File: src/rtl/regfile_write_arbiter_pkg.sv
// Shared types for the register-file writeback arbiter.
package regfile_write_arbiter_pkg;

  // Default age-stamp width; must satisfy 2^W > 2*FIFO_DEPTH+1.
  localparam int WB_SEQ_WIDTH = 3;

  // Writeback requester identity, used for grant and last_grant.
  typedef enum logic {
    WB_REQ_EX  = 1'b0,
    WB_REQ_LSU = 1'b1
  } wb_requester_e;

endpackage

File: src/rtl/regfile_write_arbiter_wb_req_fifo.sv
// Per-requester writeback FIFO: circular buffer holding {addr, data, seq}.
// Per-slot valid bits and addresses are exported for pending-mask generation.
module wb_req_fifo #(
  parameter int DEPTH = 2,
  parameter int AW    = 5,
  parameter int DW    = 32,
  parameter int SW    = 3
) (
  input  logic                     clock,
  input  logic                     reset,
  input  logic                     push_i,
  input  logic [AW-1:0]            push_addr_i,
  input  logic [DW-1:0]            push_data_i,
  input  logic [SW-1:0]            push_seq_i,
  input  logic                     pop_i,
  output logic                     full_o,
  output logic                     empty_o,
  output logic [AW-1:0]            head_addr_o,
  output logic [DW-1:0]            head_data_o,
  output logic [SW-1:0]            head_seq_o,
  output logic [DEPTH-1:0]         ent_vld_o,
  output logic [DEPTH-1:0][AW-1:0] ent_addr_o
);

  localparam int PW = $clog2(DEPTH);

  logic [DEPTH-1:0][AW-1:0] addr_q;
  logic [DEPTH-1:0][DW-1:0] data_q;
  logic [DEPTH-1:0][SW-1:0] seq_q;
  logic [DEPTH-1:0]         vld_q;
  logic [PW-1:0]            wr_ptr_q;
  logic [PW-1:0]            rd_ptr_q;
  logic                     do_push;
  logic                     do_pop;

  // Occupied slots are contiguous, so all-valid means full and none-valid means empty.
  assign full_o      = &vld_q;
  assign empty_o     = ~|vld_q;
  assign do_push     = push_i & ~full_o;
  assign do_pop      = pop_i & ~empty_o;
  assign head_addr_o = addr_q[rd_ptr_q];
  assign head_data_o = data_q[rd_ptr_q];
  assign head_seq_o  = seq_q[rd_ptr_q];
  assign ent_vld_o   = vld_q;
  assign ent_addr_o  = addr_q;

  // Push writes the tail slot, pop retires the head slot; they never alias.
  always_ff @(posedge clock or posedge reset) begin
    if (reset) begin
      addr_q   <= '0;
      data_q   <= '0;
      seq_q    <= '0;
      vld_q    <= '0;
      wr_ptr_q <= '0;
      rd_ptr_q <= '0;
    end else begin
      if (do_push) begin
        addr_q[wr_ptr_q] <= push_addr_i;
        data_q[wr_ptr_q] <= push_data_i;
        seq_q[wr_ptr_q]  <= push_seq_i;
        vld_q[wr_ptr_q]  <= 1'b1;
        wr_ptr_q         <= wr_ptr_q + 1'b1;
      end
      if (do_pop) begin
        vld_q[rd_ptr_q] <= 1'b0;
        rd_ptr_q        <= rd_ptr_q + 1'b1;
      end
    end
  end

endmodule

File: src/rtl/regfile_write_arbiter.sv
// Shares the register-file write port between EX and LSU writeback.
// Round-robin between distinct destinations, age-ordered for the same destination.
module regfile_write_arbiter
  import regfile_write_arbiter_pkg::*;
#(
  parameter int DATA_WIDTH = 32,
  parameter int ADDR_WIDTH = 5,
  parameter int FIFO_DEPTH = 2,
  parameter int SEQ_WIDTH  = WB_SEQ_WIDTH
) (
  input  logic                       clock,
  input  logic                       reset,
  input  logic                       ex_valid_ip,
  input  logic [ADDR_WIDTH-1:0]      ex_addr_ip,
  input  logic [DATA_WIDTH-1:0]      ex_data_ip,
  output logic                       ex_ready_op,
  input  logic                       lsu_valid_ip,
  input  logic [ADDR_WIDTH-1:0]      lsu_addr_ip,
  input  logic [DATA_WIDTH-1:0]      lsu_data_ip,
  output logic                       lsu_ready_op,
  output logic [ADDR_WIDTH-1:0]      rf_waddr_op,
  output logic [DATA_WIDTH-1:0]      rf_wdata_op,
  output logic                       rf_we_op,
  output logic [(1<<ADDR_WIDTH)-1:0] pending_mask_op,
  output logic                       idle_op
);

  localparam int NREG     = 1 << ADDR_WIDTH;
  localparam int SEQ_HALF = 1 << (SEQ_WIDTH - 1);

  logic                                 ex_full, ex_empty, lsu_full, lsu_empty;
  logic                                 ex_push, lsu_push, ex_pop, lsu_pop;
  logic [ADDR_WIDTH-1:0]                ex_head_addr, lsu_head_addr;
  logic [DATA_WIDTH-1:0]                ex_head_data, lsu_head_data;
  logic [SEQ_WIDTH-1:0]                 ex_head_seq, lsu_head_seq;
  logic [FIFO_DEPTH-1:0]                ex_ent_vld, lsu_ent_vld;
  logic [FIFO_DEPTH-1:0][ADDR_WIDTH-1:0] ex_ent_addr, lsu_ent_addr;
  logic [SEQ_WIDTH-1:0]                 seq_q, seq_d, ex_stamp, seq_diff;
  logic                                 lsu_older;
  logic                                 grant_vld;
  wb_requester_e                        grant, last_q, last_d;
  logic                                 rf_we_q;
  logic [ADDR_WIDTH-1:0]                rf_waddr_q;
  logic [DATA_WIDTH-1:0]                rf_wdata_q;
  logic [NREG-1:0]                      pending_mask;

  // Ready depends only on registered occupancy; x0 writes handshake but are dropped.
  assign ex_ready_op  = ~ex_full;
  assign lsu_ready_op = ~lsu_full;
  assign ex_push      = ex_valid_ip & ~ex_full & (|ex_addr_ip);
  assign lsu_push     = lsu_valid_ip & ~lsu_full & (|lsu_addr_ip);

  // LSU counts as older when both stamp together, so EX takes seq+1.
  assign ex_stamp = seq_q + SEQ_WIDTH'(lsu_push);
  assign seq_d    = seq_q + SEQ_WIDTH'(lsu_push) + SEQ_WIDTH'(ex_push);

  // Wrap-safe age compare: LSU older iff (ex - lsu) mod 2^W in [1, half).
  assign seq_diff  = ex_head_seq - lsu_head_seq;
  assign lsu_older = (seq_diff != '0) && (seq_diff < SEQ_WIDTH'(SEQ_HALF));

  wb_req_fifo #(.DEPTH(FIFO_DEPTH), .AW(ADDR_WIDTH), .DW(DATA_WIDTH), .SW(SEQ_WIDTH)) u_ex_fifo (
    .clock       (clock),
    .reset       (reset),
    .push_i      (ex_push),
    .push_addr_i (ex_addr_ip),
    .push_data_i (ex_data_ip),
    .push_seq_i  (ex_stamp),
    .pop_i       (ex_pop),
    .full_o      (ex_full),
    .empty_o     (ex_empty),
    .head_addr_o (ex_head_addr),
    .head_data_o (ex_head_data),
    .head_seq_o  (ex_head_seq),
    .ent_vld_o   (ex_ent_vld),
    .ent_addr_o  (ex_ent_addr)
  );

  wb_req_fifo #(.DEPTH(FIFO_DEPTH), .AW(ADDR_WIDTH), .DW(DATA_WIDTH), .SW(SEQ_WIDTH)) u_lsu_fifo (
    .clock       (clock),
    .reset       (reset),
    .push_i      (lsu_push),
    .push_addr_i (lsu_addr_ip),
    .push_data_i (lsu_data_ip),
    .push_seq_i  (seq_q),
    .pop_i       (lsu_pop),
    .full_o      (lsu_full),
    .empty_o     (lsu_empty),
    .head_addr_o (lsu_head_addr),
    .head_data_o (lsu_head_data),
    .head_seq_o  (lsu_head_seq),
    .ent_vld_o   (lsu_ent_vld),
    .ent_addr_o  (lsu_ent_addr)
  );

  // Head arbitration: age order on same destination, round-robin otherwise.
  always_comb begin
    grant_vld = 1'b0;
    grant     = WB_REQ_EX;
    last_d    = last_q;
    if (!ex_empty && !lsu_empty) begin
      grant_vld = 1'b1;
      if (ex_head_addr == lsu_head_addr) begin
        grant = lsu_older ? WB_REQ_LSU : WB_REQ_EX;
      end else begin
        grant  = (last_q == WB_REQ_EX) ? WB_REQ_LSU : WB_REQ_EX;
        last_d = grant;
      end
    end else if (!ex_empty) begin
      grant_vld = 1'b1;
      grant     = WB_REQ_EX;
    end else if (!lsu_empty) begin
      grant_vld = 1'b1;
      grant     = WB_REQ_LSU;
    end
  end

  assign ex_pop  = grant_vld & (grant == WB_REQ_EX);
  assign lsu_pop = grant_vld & (grant == WB_REQ_LSU);

  // Stamp counter, round-robin pointer and the registered write port.
  always_ff @(posedge clock or posedge reset) begin
    if (reset) begin
      seq_q      <= '0;
      last_q     <= WB_REQ_LSU;
      rf_we_q    <= 1'b0;
      rf_waddr_q <= '0;
      rf_wdata_q <= '0;
    end else begin
      seq_q   <= seq_d;
      last_q  <= last_d;
      rf_we_q <= grant_vld;
      if (grant_vld) begin
        rf_waddr_q <= (grant == WB_REQ_EX) ? ex_head_addr : lsu_head_addr;
        rf_wdata_q <= (grant == WB_REQ_EX) ? ex_head_data : lsu_head_data;
      end
    end
  end

  // Pending destinations: every queued entry plus the write on the port this cycle.
  always_comb begin
    pending_mask = '0;
    for (int e = 0; e < FIFO_DEPTH; e++) begin
      if (ex_ent_vld[e])  pending_mask[ex_ent_addr[e]]  = 1'b1;
      if (lsu_ent_vld[e]) pending_mask[lsu_ent_addr[e]] = 1'b1;
    end
    if (rf_we_q) pending_mask[rf_waddr_q] = 1'b1;
    pending_mask[0] = 1'b0;
  end

  assign rf_we_op        = rf_we_q;
  assign rf_waddr_op     = rf_waddr_q;
  assign rf_wdata_op     = rf_wdata_q;
  assign pending_mask_op = pending_mask;
  assign idle_op         = ex_empty & lsu_empty & ~rf_we_q;

endmodule

File: config.mk
export PLATFORM = sky130hd
export DESIGN_NAME = regfile_write_arbiter
export DESIGN_NICKNAME = d
export VERILOG_FILES = /design/src/rtl/regfile_write_arbiter_pkg.sv /design/src/rtl/regfile_write_arbiter_wb_req_fifo.sv /design/src/rtl/regfile_write_arbiter.sv
export SDC_FILE = /design/constraint.sdc
export NUM_CORES = 1
export LEC_CHECK = 0
export CAP_MARGIN = 5
export CELL_PAD_IN_SITES_DETAIL_PLACEMENT = 1
export CELL_PAD_IN_SITES_GLOBAL_PLACEMENT = 1
export CORE_MARGIN = 4
export CORE_UTILIZATION = 49
export CTS_BUF_LIST = sky130_fd_sc_hd__clkbuf_8
export DETAILED_ROUTE_END_ITERATION = 6
export GPL_TIMING_DRIVEN = 0
export PLACE_DENSITY_LB_ADDON = 0.1
export SYNTH_ARGS = -nofsm -noshare
export SYNTH_HDL_FRONTEND = slang
export SYNTH_SLANG_ARGS = --single-unit
File: constraint.sdc
create_clock -name clock -period 14.4 [get_ports clock]
set_input_delay 2.88 -clock clock [delete_from_list [all_inputs] [get_ports clock]]
set_output_delay 2.88 -clock clock [all_outputs]
set_load 0.02 [all_outputs]
# Word level (Yosys, flattened, before mapping)
# Cells that the tools add are included.
dict set report op_classes {
  order_cmp 19
  n_reduce_logical 21
  add_sub_neg 7
  n_bitwise 27
  eq_ne 1
  mux 67
}
# op n
set ops {}
lappend ops {{32-bit 2-to-1 mux} 12}
lappend ops {{64-bit bitwise mux} 2}
lappend ops {{32-bit OR} 4}
lappend ops {{32-bit demux with 1-bit select} 2}
lappend ops {{5-bit 2-to-1 mux} 7}
lappend ops {{5-bit by 6-bit < comparator with 1-bit output, second input constant} 5}
lappend ops {{1-bit demux with 5-bit select} 5}
lappend ops {{5-bit by 1-bit >= comparator with 1-bit output, second input constant} 5}
lappend ops {{10-bit bitwise mux} 2}
lappend ops {{3-bit 2-to-1 mux} 6}
lappend ops {{1-bit 2-to-1 mux} 17}
lappend ops {{1-bit AND} 12}
lappend ops {{6-bit bitwise mux} 2}
lappend ops {{1-bit logical AND} 11}
lappend ops {{5-bit demux with 1-bit select} 2}
lappend ops {{5-bit OR reduction} 2}
lappend ops {{1-bit by 2-bit < comparator with 1-bit output, second input constant} 4}
lappend ops {{2-bit 2-to-1 mux} 4}
lappend ops {{3-bit by 1-bit adder with 3-bit output} 2}
lappend ops {{3-bit demux with 1-bit select} 2}
lappend ops {{2-bit AND reduction} 3}
lappend ops {{5-bit equality test} 1}
lappend ops {{1-bit inverter} 5}
lappend ops {{1-bit adder, second input constant} 4}
lappend ops {{other kinds (10)} 21}
dict set report totals {
  out_inout_bits 73
  wordCells 165
  reg_bits 210
}

# Depth between registers and ports, before layout
dict set report depth {
  ltp_word 13
  ltp_mapped 13
  depth_no_buf 8
}

# By module
# Synthesis repeated with hierarchy kept, for this count alone.
dict set report hier_totals {
  hier_cells 847
  area_unflattened_um2 10704.0
}
# mod instances cells_per_inst area_per_inst_um2
set modules_own_cells {}
lappend modules_own_cells {wb_req_fifo 2 231 3683.5}
lappend modules_own_cells {regfile_write_arbiter 1 385 3337.0}

# Least setup slack after synthesis
# No wires, ideal clock.
dict set report synth_timing {
  path_type {input-to-reg}
  from {input lsu_addr_ip[1]}
  to {register seq_q[2]}
  arrival_time_ps 4483
  slack_ps 9790
  cell_stages 7
  path_cell_list {or4_1 o211ai_1 inv_1 ha_1 ha_1 ha_1 xnor2_1}
}
dict set report synth_via {
  elab_chain_len 4
}
# item line
set synth_rtl {}
lappend synth_rtl {{start, declared} regfile_write_arbiter.sv:18} ;# input logic [ADDR_WIDTH-1:0] lsu_addr_ip,
lappend synth_rtl {{5-bit OR reduction} regfile_write_arbiter.sv:51} ;# assign lsu_push = lsu_valid_ip & ~lsu_full & (|lsu_addr_ip);
lappend synth_rtl {{1-bit AND} regfile_write_arbiter.sv:51}
lappend synth_rtl {{3-bit by 1-bit adder with 3-bit output} --}
lappend synth_rtl {{via ex_stamp[1]} regfile_write_arbiter.sv:38} ;# logic [SEQ_WIDTH-1:0] seq_q, seq_d, ex_stamp, seq_diff;
lappend synth_rtl {{3-bit by 1-bit adder with 3-bit output} regfile_write_arbiter.sv:55} ;# assign seq_d = seq_q + SEQ_WIDTH'(lsu_push) + SEQ_WIDTH'(ex_push);
lappend synth_rtl {{via seq_d[2]} regfile_write_arbiter.sv:38}
lappend synth_rtl {{end signal, assigned} regfile_write_arbiter.sv:129} ;# seq_q <= seq_d;
lappend synth_rtl {{end, declared} regfile_write_arbiter.sv:38}
# The timed path passes the listed nets, and every way through them passes these cells.
# A chain may end at the register's enable or synchronous reset.

# Worst setup path after layout
dict set report layout_timing {
  from {register u_lsu_fifo.vld_q[1] (netlist: u_lsu_fifo.ent_vld_o[1])}
  to {output idle_op}
}
dict set report layout_via {
  elab_chain_len 4
}
# item line
set layout_rtl {}
lappend layout_rtl {{start, declared} regfile_write_arbiter_wb_req_fifo.sv:30} ;# logic [DEPTH-1:0] vld_q;
lappend layout_rtl {{start signal, assigned} regfile_write_arbiter_wb_req_fifo.sv:53} ;# vld_q <= '0;
lappend layout_rtl {{start signal, assigned by index} regfile_write_arbiter_wb_req_fifo.sv:61} ;# vld_q[wr_ptr_q] <= 1'b1;
lappend layout_rtl {{start signal, assigned by index} regfile_write_arbiter_wb_req_fifo.sv:65} ;# vld_q[rd_ptr_q] <= 1'b0;
lappend layout_rtl {{2-bit OR reduction} regfile_write_arbiter_wb_req_fifo.sv:38} ;# assign empty_o = ~|vld_q;
lappend layout_rtl {{1-bit logical NOT} regfile_write_arbiter_wb_req_fifo.sv:38}
lappend layout_rtl {{1-bit AND (2 in a row)} regfile_write_arbiter.sv:154} ;# assign idle_op = ex_empty & lsu_empty & ~rf_we_q;
lappend layout_rtl {{end, declared} regfile_write_arbiter.sv:25} ;# output logic idle_op
# Every way passes these cells.

==> run metrics <==
CTS HTree Levels 2; Tcrit/Tclk final 44.7%; reg-to-reg startpoint u_lsu_fifo.rd_ptr_q; vias in the first global route 9298; peak supply drop 137 uV; Via Count 8431; DP Area 12700 sq um; nets@finish 1187; WL final 33600 microns; Hold-fix buffers, CTS 0; post-route DRC violation count 0; # fillers 2246; gpl congestion 0.902; Relative slew margins 36.8%; CTS buffer count 36; post-route cell area 13400 sq um; Worst Setup End Kind output port; outcome completed; die height 157 microns; yosys warns 0; setup total negative slack 0 ns; gr usage total 27.2%; Static Leak 5.58 nW; RSZ-0062 raised after global routing no; WP data arrival 3.56 ns; CP dominant cell by count clkbuf_1; mapped cell area 10800 sq um; initial core utilization 49.7%; Syn Inst Count 915; Post-synth EDFFs 0; drt first pass iters 5; CP Max Fanout 10; Clock Root Buffer clkbuf_8; Adder-Cell Fraction of Synth Area 0.695%; fmax 0.155 GHz; hold slack 0.502 ns; Setup Viol. Count Final 0; setup bufs post-CTS 0; WL per Instance 23.8 microns; buffer levels on the longest clock path 3; CTS clock-pin slew for the worst setup and hold paths 0.06 ns; Required @ worst endpoint 11.52 ns; PD cells 274 nW/um^2; Ports 151; Synth Area in Simple Gates 9.99%; mux cell area share after synthesis 24.1%; max cap viols 0; delay-heaviest family, CP buffers and inverters; n_diodes 0; Slew Viols, Final 0; Synth Net Count 999; final worst slack 7.96 ns; area delta synth->final 23.9%; Layout Skew 0.0221 ns; DR iter-0 viols 424; layout cells sized above 1 25.8%; Slowest cell on crit path clkdlybuf4s50_1; critical path start-end classification flip-flop to output port; clk sink count 210; CP Launch Point u_lsu_fifo.ent_vld_o[1]; die span in x 157 microns; Avg Synthesized Cell Area 11.8 sq um; largest net degree at the start of global routing 107; largest family of logic cells by synthesized area multiplexers; floorplan row count 54; initial antenna violation count 0; sequential area share after synthesis 48.6%; post-synthesis compound-gate area fraction 11.9%; Yosys reg bits 210; DP HPWL 23600 microns; Min-Delay Path Class flip-flop to flip-flop; Hold Violations, Final 0; DP Worst Slack 8.62 ns; CP cell instances clkbuf_1 -> nor2_1 -> clkbuf_1 -> clkbuf_1 -> nand2_1 -> nor2_1 -> clkdlybuf4s50_1; area share of xor/xnor cells in the synthesized design 0.961%; Worst path max stage delay 0.61 ns; die area 24500 sq um; Hold Crit Start u_ex_fifo.data_q[8]; element type at the critical path start flip-flop; TritonCTS clock tree done; asr flop ratio synth 100%; Worst Tran Pin Value 0.948 ns; Most used DFF post-synth dfrtp_1; post-DR vias/cell 5.99; IO buf count 149; Antenna Nets Post-Route 0; post-cts resize count 0; WP buf/inv 4; Yosys cell types 42; total grt overflow 0; clk_lat worst skew 0.53 ns; first-pass GRT wire length 52000 microns; dpl cells 1345; Tmin final 6.44 ns; Non-Filler Instances 1408; Core Region 21800 sq um
-- cell usage after synthesis, drive strengths merged, types with 4 or more instances --
library cell	count	area share, %
ha	6	0.69
mux2i	79	7.4
o221ai	52	5.4
nor3	10	0.46
o211ai	39	2.8
and3	5	0.29
mux2	160	17
a22oi	33	2.3
nor3b	18	1.3
o22ai	16	0.93
nand3	27	1.3
inv	8	0.28
or3	4	0.23
nand2	73	2.5
nand3b	18	1.3
clkbuf	30	1.0
buf	43	2.4
or2	10	0.58
dfrtp	209	48
xnor2	9	0.80
a21oi	4	0.19
nor2	45	1.6
-- stage by stage --
stage | utilization, % | total power [mW]
global placement | 58.1 | 3.02
CTS | 61.6 | 3.68
global route | 61.6 | 3.88
finish | 61.6 | 3.67
floorplan | - | 2.43
detailed placement | 58.3 | 3.11
-- state kept, by name, summed over array words and instances (netlist names), 2 cells and up --
| signal | flops |
|---|---|
| u_lsu_fifo.ent_addr_o | 10 |
| u_lsu_fifo.seq_q | 6 |
| u_ex_fifo.seq_q | 6 |
| rf_wdata_op | 32 |
| rf_waddr_op | 5 |
| u_ex_fifo.ent_addr_o | 10 |
| u_ex_fifo.data_q | 64 |
| u_ex_fifo.ent_vld_o | 2 |
| u_lsu_fifo.data_q | 64 |
| seq_q | 3 |
| u_lsu_fifo.ent_vld_o | 2 |
-- kinds of logic (layout without fill, tap and decap cells) --
group | after synthesis | count (layout)
adder cells (fa/ha/maj) | 6 | 6
XOR/XNOR | 11 | 11
flip-flops | 210 | 210
buffers and inverters | 81 | 294
other | 1 | 1
AO/OA/AOI/OAI | 149 | 149
multiplexers | 239 | 239
AND/OR/NAND/NOR | 218 | 218
-- worst register-to-register path, stage by stage (launching register included) --
cell      delay [ns]
dfrtp_1         0.31
buf_2           0.24
buf_2           0.43
buf_1           0.64
mux2_2          0.42
ha_1            0.28
a22oi_1         0.18
nand3_1         0.15
a21boi_2        0.20
buf_4           0.22
buf_4           0.25
o221ai_1        0.14
-- routing by layer --
layer | global-route usage [%] | vias up | part of all wire [%]
li1 | - | 3791 | -
met1 | 34.1 | 4323 | 42
met2 | 48.0 | 247 | 51
met3 | 3.98 | 70 | 4.5
met4 | 9.30 | 0 | 3.0
met5 | 0 | - | 0
-- worst paths after layout --
kind | cells past startpoint | endpoint | slack, ns
setup / recovery | 7 | idle_op | 7.96
hold / removal | 1 | u_ex_fifo.data_q[8] | 0.50
setup reg to reg | 11 | rf_wdata_op[2] | 10.80
hold reg to reg | 1 | u_ex_fifo.data_q[8] | 0.50
max in group asynchronous | 3 | u_lsu_fifo.data_q[10] | 10.59
min in group asynchronous | 2 | u_lsu_fifo.data_q[26] | 2.84
-- placed cells by master (no fill, tap or decap), types with 2 or more instances in the layout --
cell type | netlist | final
and3b_1 | 2 | 2
nand3_1 | 27 | 27
nand2_1 | 73 | 73
or2_2 | 10 | 10
inv_1 | 8 | 18
buf_1 | 3 | 3
buf_2 | 30 | 30
mux2_2 | 160 | 160
o221ai_2 | 20 | 20
clkinvlp_4 | 0 | 3
or4_1 | 2 | 2
and3_1 | 5 | 5
a22oi_1 | 33 | 33
nor3_1 | 10 | 10
clkdlybuf4s50_1 | 0 | 149
buf_4 | 6 | 6
nor3b_1 | 18 | 18
o211ai_1 | 38 | 38
o22ai_1 | 16 | 16
xor2_1 | 2 | 2
nand3b_1 | 18 | 18
xnor2_1 | 8 | 8
clkbuf_1 | 30 | 30
nor2_1 | 45 | 45
or3_1 | 4 | 4
o221ai_1 | 32 | 32
dfrtp_1 | 209 | 209
a21oi_1 | 4 | 4
or3b_2 | 2 | 2
clkinv_2 | 0 | 5
ha_1 | 6 | 6
mux2i_1 | 78 | 78
o21ai_0 | 2 | 2
buf_6 | 3 | 3
clkbuf_8 | 0 | 43
-- layout make-up --
class	instances	area, sq um	area share [%]
buffer	73	368	2.75
inverter	8	37.5	0.280
tap	280	350	2.62
sequential	210	5260	39.2
clock inverter	20	119	0.887
clock buffer	43	592	4.42
timing repair buffer	150	1520	11.3
multi-input combinational	624	5150	38.5
-- power by group --
group / total [mW] / internal, mW / switching, mW
Sequential: 1.10 / 0.909 / 0.190
Clock: 0.534 / 0.290 / 0.245
Combinational: 2.04 / 0.890 / 1.15
Total: 3.67 / 2.09 / 1.58
Power figures use the tool's default switching activity.
